<file path="src/rtl/spi_pkg.sv">
// Shared opcodes, FSM state encoding and helpers for the SPI command sequencer.
// The STATS opcode and its states are only decoded when SPI_CMD_STATS_EN is defined.
package spi_pkg;

  localparam logic [7:0] OP_READ_STATUS = 8'h81;
  localparam logic [7:0] OP_READ_BYTES  = 8'h82;
  localparam logic [7:0] OP_WRITE_BYTES = 8'h04;
  localparam logic [7:0] OP_READ_STATS  = 8'h83;

  localparam logic [7:0] FILL_BYTE_DEFAULT = 8'h00;

  typedef enum logic [3:0] {
    ST_IDLE,
    ST_STAT0,
    ST_STAT1,
    ST_RLEN,
    ST_RDATA,
    ST_WLEN,
    ST_WDATA,
    ST_ERR,
    ST_STATS0,
    ST_STATS1
  } state_e;

  // Bit 7 of the status byte carries the error flag, so the count keeps 7 bits.
  function automatic logic [6:0] sat7(input logic [7:0] v);
    return v[7] ? 7'h7F : v[6:0];
  endfunction

  function automatic logic [7:0] sat_inc8(input logic [7:0] v);
    return (v == 8'hFF) ? v : v + 8'd1;
  endfunction

endpackage

</file>
<file path="src/rtl/spi_cmd_ctrl.sv">
// SPI command sequencer: decodes opcode/length bytes and moves payload between the
// shifter and the ingress/egress byte FIFOs. Define SPI_CMD_STATS_EN for the STATS opcode.
module spi_cmd_ctrl
  import spi_pkg::*;
#(
  parameter int         LEN_W     = 8,
  parameter logic [7:0] FILL_BYTE = FILL_BYTE_DEFAULT
) (
  input  logic       clk,
  input  logic       reset,
  input  logic       sel_active,
  input  logic       byte_vld,
  input  logic [7:0] byte_rx,
  output logic [7:0] byte_tx,
  output logic [7:0] ing_data,
  output logic       ing_push,
  input  logic [7:0] ing_avail,
  input  logic [7:0] egr_data,
  output logic       egr_pop,
  input  logic [7:0] egr_count,
  output logic       ovf_flag,
  output logic       udf_flag,
  output logic       busy
);

  state_e           state_q;
  logic [LEN_W-1:0] remaining_q;
  logic [7:0]       byte_tx_q;
  logic [7:0]       ing_data_q;
  logic             ing_push_q;
  logic             egr_pop_q;
  logic             ovf_q;
  logic             udf_q;
  logic             stat_flag_q;

  logic [LEN_W-1:0] remaining_d;
  logic [LEN_W-1:0] len_d;
  logic             egr_has;
  logic             ing_has;

  assign remaining_d = remaining_q - LEN_W'(1);
  assign len_d       = LEN_W'(byte_rx);
  assign egr_has     = (egr_count != 8'd0);
  assign ing_has     = (ing_avail != 8'd0);

`ifdef SPI_CMD_STATS_EN
  logic [7:0] ovf_cnt_q;
  logic [7:0] udf_cnt_q;
  logic       drop_evt;
  logic       fill_evt;
  logic       stats_clr;

  assign drop_evt  = sel_active && byte_vld && (state_q == ST_WDATA) && !ing_has;
  assign fill_evt  = sel_active && byte_vld && !egr_has &&
                     (((state_q == ST_RLEN) && (len_d != '0)) ||
                      ((state_q == ST_RDATA) && (remaining_q > LEN_W'(1))));
  assign stats_clr = sel_active && byte_vld && (state_q == ST_STATS0);

  always_ff @(posedge clk or posedge reset) begin
    if (reset) begin
      ovf_cnt_q <= 8'd0;
      udf_cnt_q <= 8'd0;
    end else if (stats_clr) begin
      ovf_cnt_q <= 8'd0;
      udf_cnt_q <= 8'd0;
    end else begin
      if (drop_evt) ovf_cnt_q <= sat_inc8(ovf_cnt_q);
      if (fill_evt) udf_cnt_q <= sat_inc8(udf_cnt_q);
    end
  end
`endif

  // NOTE: all state here uses non-blocking assignments so every register samples the
  // pre-edge values of its peers; blocking would make the result depend on statement order.
  always_ff @(posedge clk or posedge reset) begin
    if (reset) begin
      state_q     <= ST_IDLE;
      remaining_q <= '0;
      byte_tx_q   <= FILL_BYTE;
      ing_data_q  <= 8'd0;
      ing_push_q  <= 1'b0;
      egr_pop_q   <= 1'b0;
      ovf_q       <= 1'b0;
      udf_q       <= 1'b0;
      stat_flag_q <= 1'b0;
    end else begin
      ing_push_q <= 1'b0;
      egr_pop_q  <= 1'b0;
      if (!sel_active) begin
        // Deselect wins over a coincident byte so an aborted transfer leaves no side effects.
        state_q     <= ST_IDLE;
        remaining_q <= '0;
        byte_tx_q   <= FILL_BYTE;
      end else if (byte_vld) begin
        case (state_q)
          ST_IDLE: begin
            case (byte_rx)
              OP_READ_STATUS: begin
                state_q     <= ST_STAT0;
                byte_tx_q   <= ing_avail;
                stat_flag_q <= ovf_q | udf_q;
                ovf_q       <= 1'b0;
                udf_q       <= 1'b0;
              end
              OP_READ_BYTES:  state_q <= ST_RLEN;
              OP_WRITE_BYTES: state_q <= ST_WLEN;
`ifdef SPI_CMD_STATS_EN
              OP_READ_STATS: begin
                state_q   <= ST_STATS0;
                byte_tx_q <= ovf_cnt_q;
              end
`endif
              default: begin
                state_q   <= ST_ERR;
                byte_tx_q <= FILL_BYTE;
              end
            endcase
          end
          ST_STAT0: begin
            state_q   <= ST_STAT1;
            byte_tx_q <= {stat_flag_q, sat7(egr_count)};
          end
`ifdef SPI_CMD_STATS_EN
          ST_STATS0: begin
            state_q   <= ST_STATS1;
            byte_tx_q <= udf_cnt_q;
          end
`endif
          ST_STAT1, ST_STATS1: begin
            state_q   <= ST_IDLE;
            byte_tx_q <= FILL_BYTE;
          end
          ST_RLEN: begin
            if (len_d == '0) begin
              state_q <= ST_IDLE;
            end else begin
              remaining_q <= len_d;
              state_q     <= ST_RDATA;
              byte_tx_q   <= egr_has ? egr_data : FILL_BYTE;
              egr_pop_q   <= egr_has;
              if (!egr_has) udf_q <= 1'b1;
            end
          end
          ST_RDATA: begin
            remaining_q <= remaining_d;
            if (remaining_q > LEN_W'(1)) begin
              byte_tx_q <= egr_has ? egr_data : FILL_BYTE;
              egr_pop_q <= egr_has;
              if (!egr_has) udf_q <= 1'b1;
            end else begin
              byte_tx_q <= FILL_BYTE;
              state_q   <= ST_IDLE;
            end
          end
          ST_WLEN: begin
            if (len_d == '0) begin
              state_q <= ST_IDLE;
            end else begin
              remaining_q <= len_d;
              state_q     <= ST_WDATA;
            end
          end
          ST_WDATA: begin
            if (ing_has) begin
              ing_data_q <= byte_rx;
              ing_push_q <= 1'b1;
            end else begin
              ovf_q <= 1'b1;
            end
            remaining_q <= remaining_d;
            if (remaining_d == '0) state_q <= ST_IDLE;
          end
          ST_ERR: ;
          default: state_q <= ST_IDLE;
        endcase
      end
    end
  end

  assign byte_tx  = byte_tx_q;
  assign ing_data = ing_data_q;
  assign ing_push = ing_push_q;
  assign egr_pop  = egr_pop_q;
  assign ovf_flag = ovf_q;
  assign udf_flag = udf_q;
  assign busy     = (state_q != ST_IDLE);

endmodule

</file>
<file path="config.mk">
export PLATFORM = sky130hd
export DESIGN_NAME = spi_cmd_ctrl
export DESIGN_NICKNAME = d
export VERILOG_FILES = /design/src/rtl/spi_pkg.sv /design/src/rtl/spi_cmd_ctrl.sv
export SDC_FILE = /design/constraint.sdc
export NUM_CORES = 1
export LEC_CHECK = 0
export BUFFER_PORTS_ARGS = -buffer_cell sky130_fd_sc_hd__buf_2
export CORE_MARGIN = 8
export CORE_UTILIZATION = 40
export CTS_CLUSTER_SIZE = 25
export DETAILED_ROUTE_END_ITERATION = 6
export PLACE_DENSITY = 0.62
export SLEW_MARGIN = 25
export SYNTH_ARGS = -nofsm -noshare
export SYNTH_HDL_FRONTEND = slang
export SYNTH_SLANG_ARGS = --single-unit
</file>
<file path="constraint.sdc">
create_clock -name clk -period 2.1 [get_ports clk]
set_input_delay 0.21 -clock clk [delete_from_list [all_inputs] [get_ports clk]]
set_output_delay 0.21 -clock clk [all_outputs]
set_load 0.03 [all_outputs]
</file>
==> flow_summary.rst <==
.. list-table::
   :header-rows: 1

   * - Metric
     - Value
   * - Run status
     - completed
   * - Via count of the first global-routing pass
     - just over 2,000
   * - Top fanout value on the critical path
     - 8
   * - Cell at the root of the clock tree
     - sky130_fd_sc_hd__clkbuf_8
   * - Worst setup slack after layout
     - around 0.092 ns
   * - Critical register-to-register path endpoint
     - byte_tx[3]$_DFFE_PP0P_
   * - VDD IR-drop max
     - between 0.5 and 0.6 mV
   * - Time the worst path needs with I/O delays and setup
     - 2.008 ns
   * - Setup crit start kind
     - flop
   * - DRT met1 WL
     - about 2700 um
   * - Leakage
     - 1.162 nW
   * - Ranking of synthesized cells by area
     - sky130_fd_sc_hd__dfrtp_1 (40%), sky130_fd_sc_hd__mux2_2 (4.5%), sky130_fd_sc_hd__a21oi_1 (3.8%)
   * - H-tree level count
     - 2
   * - Number of setup buffers added after CTS
     - 0
   * - Routability Congestion
     - about 0.94
   * - Post-cts sizing count
     - 0
   * - Period utilisation layout
     - 95.63%
   * - Vias per Instance
     - ~5.6
   * - Core area
     - 4755 sq um
   * - Number of ports placed on the die boundary
     - 57
   * - Post-Place Cells
     - 345
   * - Initial antenna violation count
     - 0
   * - Leading area contributor after synthesis
     - sky130_fd_sc_hd__dfrtp_1
   * - Worst-case setup slack after placement
     - around 0.10 ns
   * - Post-synthesis sequential area ratio
     - 40.15%
   * - Setup skew after layout
     - 0.006169 ns
   * - Number of cells traversed by the worst register-to-register path
     - 5
   * - Startpoint of the worst register-to-register path
     - remaining_q[7]$_DFFE_PP0P_
   * - # clock sinks
     - 32
   * - Die Outline Area
     - between 7000 and 8000 sq um
   * - Category of the worst setup path capture point
     - flop
   * - Critical path start-end classification
     - reg -> reg
   * - Fin util
     - ~54%
   * - Async S/R FF share, synth
     - 100.0%
   * - Horizontal extent of the die
     - 86.61 um
   * - Remaining antenna violation count after routing
     - 0
   * - RSZ-0062 raised after global routing
     - true
   * - Met2 wire length
     - 2820 um
   * - Combined area of all synthesized cells
     - roughly 2000 sq um
   * - Power density over cell area
     - 913.8 nW/um^2
   * - Clk pin slew, worst setup/hold paths
     - roughly 0.060 ns
   * - Required time at the worst-slack endpoint
     - between 2 and 2.5 ns
   * - Synthesized netlist net count
     - around 250
   * - Final-report hold violation count
     - 0
   * - Final-layout fill cell count
     - around 460
   * - Slew @ Worst Pin
     - 0.4719 ns
   * - Hold WC Path Type
     - in -> async
   * - Number of setup violations in the final report
     - 0
   * - Final Routed Wirelength
     - about 5900 um
   * - Global Route Usage Sum
     - between 10% and 20%
   * - Port buffer count
     - between 50 and 60
   * - Mapped Avg Cell Area
     - 9.320 sq um
   * - Maximum operating frequency
     - between 400 and 500 MHz
   * - Synth-to-layout area growth
     - 27.98%
   * - Total congestion overflow after global routing
     - 0
   * - Slew margin rel.
     - between 60% and 70%
   * - Number of search-and-repair iterations in the first detailed-routing pass
     - 4
   * - Post-Syn Instances
     - approximately 210
   * - Skew-Pair Late Insertion Delay
     - 0.28 ns
   * - Post-layout power
     - ~2.3 mW
   * - Highest metal used
     - met4
   * - Netlist cell types
     - 49
   * - Number of max-cap violations
     - 0
   * - Worst hold slack after final layout
     - between 0.009 and 0.01 ns
   * - Final Max Tran Viols
     - 0
   * - Number of non-filler instances in the completed layout
     - between 300 and 400
   * - Final net count
     - about 320
   * - Hpwl dp
     - between 4000 and 5000 um
   * - Number of design-rule violations left by the first detailed-router iteration
     - 110
   * - Worst reg-to-reg setup slack
     - around 0.092 ns
   * - Number of inserted diodes
     - 0
   * - Starting density of the core
     - about two fifths
   * - Site Rows
     - 25
   * - Wire per inst
     - roughly 17 um
   * - Top flip-flop cell by instance count after synthesis
     - sky130_fd_sc_hd__dfrtp_1
   * - First-pass GRT wire length
     - slightly below 10,000 um
   * - Count of hold-fix buffers inserted at cts
     - 0
   * - Crit path arrival time
     - ~2.2 ns
   * - Number of buffers between clock root and the deepest sink
     - 2
   * - Share of final-layout standard cells stronger than drive strength 1
     - between 30 and 40%
   * - Number of CTS-inserted buffers
     - 5
   * - Post-route DRC violation count
     - 0
   * - Fraction of post-synthesis cell area in the top cell type by area
     - 40.15%
   * - Met3 wire len
     - around 330 um
   * - Yosys synthesis warning count
     - 0
   * - Via count of the routed design
     - ~2,000
   * - TritonCTS clock tree
     - done
   * - Synthesis-stage register bit count
     - 32
   * - Post-synth EDFFs
     - 0
   * - Pin count of the biggest net entering global routing
     - 33
   * - Vertical die dimension
     - between 80 and 90 um
## critical path: stages, from the launching register on
cell	delay (ns)
sky130_fd_sc_hd__dfrtp_1	0.39
sky130_fd_sc_hd__or4_4	0.57
sky130_fd_sc_hd__o41ai_4	0.38
sky130_fd_sc_hd__a21oi_4	0.16
sky130_fd_sc_hd__a221oi_1	0.27
sky130_fd_sc_hd__o2bb2ai_1	0.11
## cell usage after synthesis, types with 4 or more instances
| master | count |
|---|---|
| sky130_fd_sc_hd__dfrtp_1 | 32 |
| sky130_fd_sc_hd__nor2_1 | 17 |
| sky130_fd_sc_hd__a21oi_1 | 15 |
| sky130_fd_sc_hd__nand2_1 | 13 |
| sky130_fd_sc_hd__o21ai_0 | 13 |
| sky130_fd_sc_hd__clkbuf_1 | 11 |
| sky130_fd_sc_hd__inv_1 | 9 |
| sky130_fd_sc_hd__mux2_2 | 8 |
| sky130_fd_sc_hd__o21a_1 | 8 |
| sky130_fd_sc_hd__o2bb2ai_1 | 8 |
| sky130_fd_sc_hd__a221oi_1 | 7 |
| sky130_fd_sc_hd__nor4_1 | 7 |
| sky130_fd_sc_hd__o211ai_1 | 6 |
| sky130_fd_sc_hd__nor3_1 | 5 |
| sky130_fd_sc_hd__nand3_1 | 4 |
## per-stage QoR
| stage | TNS, ns | instance area (sq um) |
|---|---|---|
| final | 0 | 2552 |
| after global routing | -0.01645 | 2552 |
| after CTS | 0 | 2536 |
| after detailed placement | 0 | 2467 |
| after global placement | 0 | 2467 |
| after floorplan | 0 | 1994 |
## cell families after synthesis
family	share of synthesized area, %
simple gates	19.76
compound gates	28.23
mux	5.019
buf+inv	4.517
fa+ha+maj	1.882
xor+xnor	0.4392
flops	40.15
## worst max-delay path by stage
stage / slack (ns) / start / end / depth (start not counted)
after detailed placement: 0.10 / remaining_q[7]$_DFFE_PP0P_ / byte_tx[3]$_DFFE_PP0P_ / 5
final: 0.09 / remaining_q[7]$_DFFE_PP0P_ / byte_tx[3]$_DFFE_PP0P_ / 5
after global placement: 0.14 / remaining_q[7]$_DFFE_PP0P_ / byte_tx[3]$_DFFE_PP0P_ / 5
after global routing: -0.02 / remaining_q[7]$_DFFE_PP0P_ / byte_tx[6]$_DFFE_PP0P_ / 5
after CTS: 0.09 / remaining_q[7]$_DFFE_PP0P_ / byte_tx[3]$_DFFE_PP0P_ / 5
after floorplan: 0.22 / remaining_q[5]$_DFFE_PP0P_ / byte_tx[0]$_DFFE_PP0P_ / 5
## layout make-up
type                    instances  area (sq um)  area share [%]
well taps                      67         83.83           3.284
repair buffers                 78         445.4           17.45
flip-flops and latches         32         800.8           31.37
inverters                       9         33.78           1.324
multi-input cells             159          1120           43.87
clock buffers                   5         68.82           2.696
## placed cells by master, fill, tap and decap left out, drive strengths merged, types with 3 or more instances in the layout
master and count:
ha 3, buf 78, nand3b 3, nand3 4
nand2 13, o21ai 16, mux2 8, nor2 17
dfrtp 32, o21a 8, nor4 8, inv 9
nor3 6, o211ai 6, or4 5, nor3b 3
o2bb2ai 8, clkbuf 5, a221oi 7, a21oi 16
## state kept, by name, indices dropped and copies added, names as in the netlist
register     cells
remaining_q      8
udf_flag         1
byte_tx          8
egr_pop          1
stat_flag_q      1
ing_push         1
ovf_flag         1
state_q          3
ing_data         8
## metal layers
| metal | GRT usage [%] | vias up |
|---|---|---|
| met5 | 0 | - |
| met4 | 4.695 | 0 |
| met3 | 3.781 | 9 |
| met2 | 25.97 | 60 |
| met1 | 21.72 | 939 |
| li1 | - | 957 |
## where the power goes
group | leakage, nW | switching, mW | internal, mW | total, mW
clock | 0.0359 | 0.210 | 0.213 | 0.423
combinational | 0.694 | 0.666 | 0.434 | 1.10
sequential | 0.433 | 0.0789 | 0.730 | 0.809
total | 1.16 | 0.955 | 1.38 | 2.33
Power figures use the tool's default switching activity.
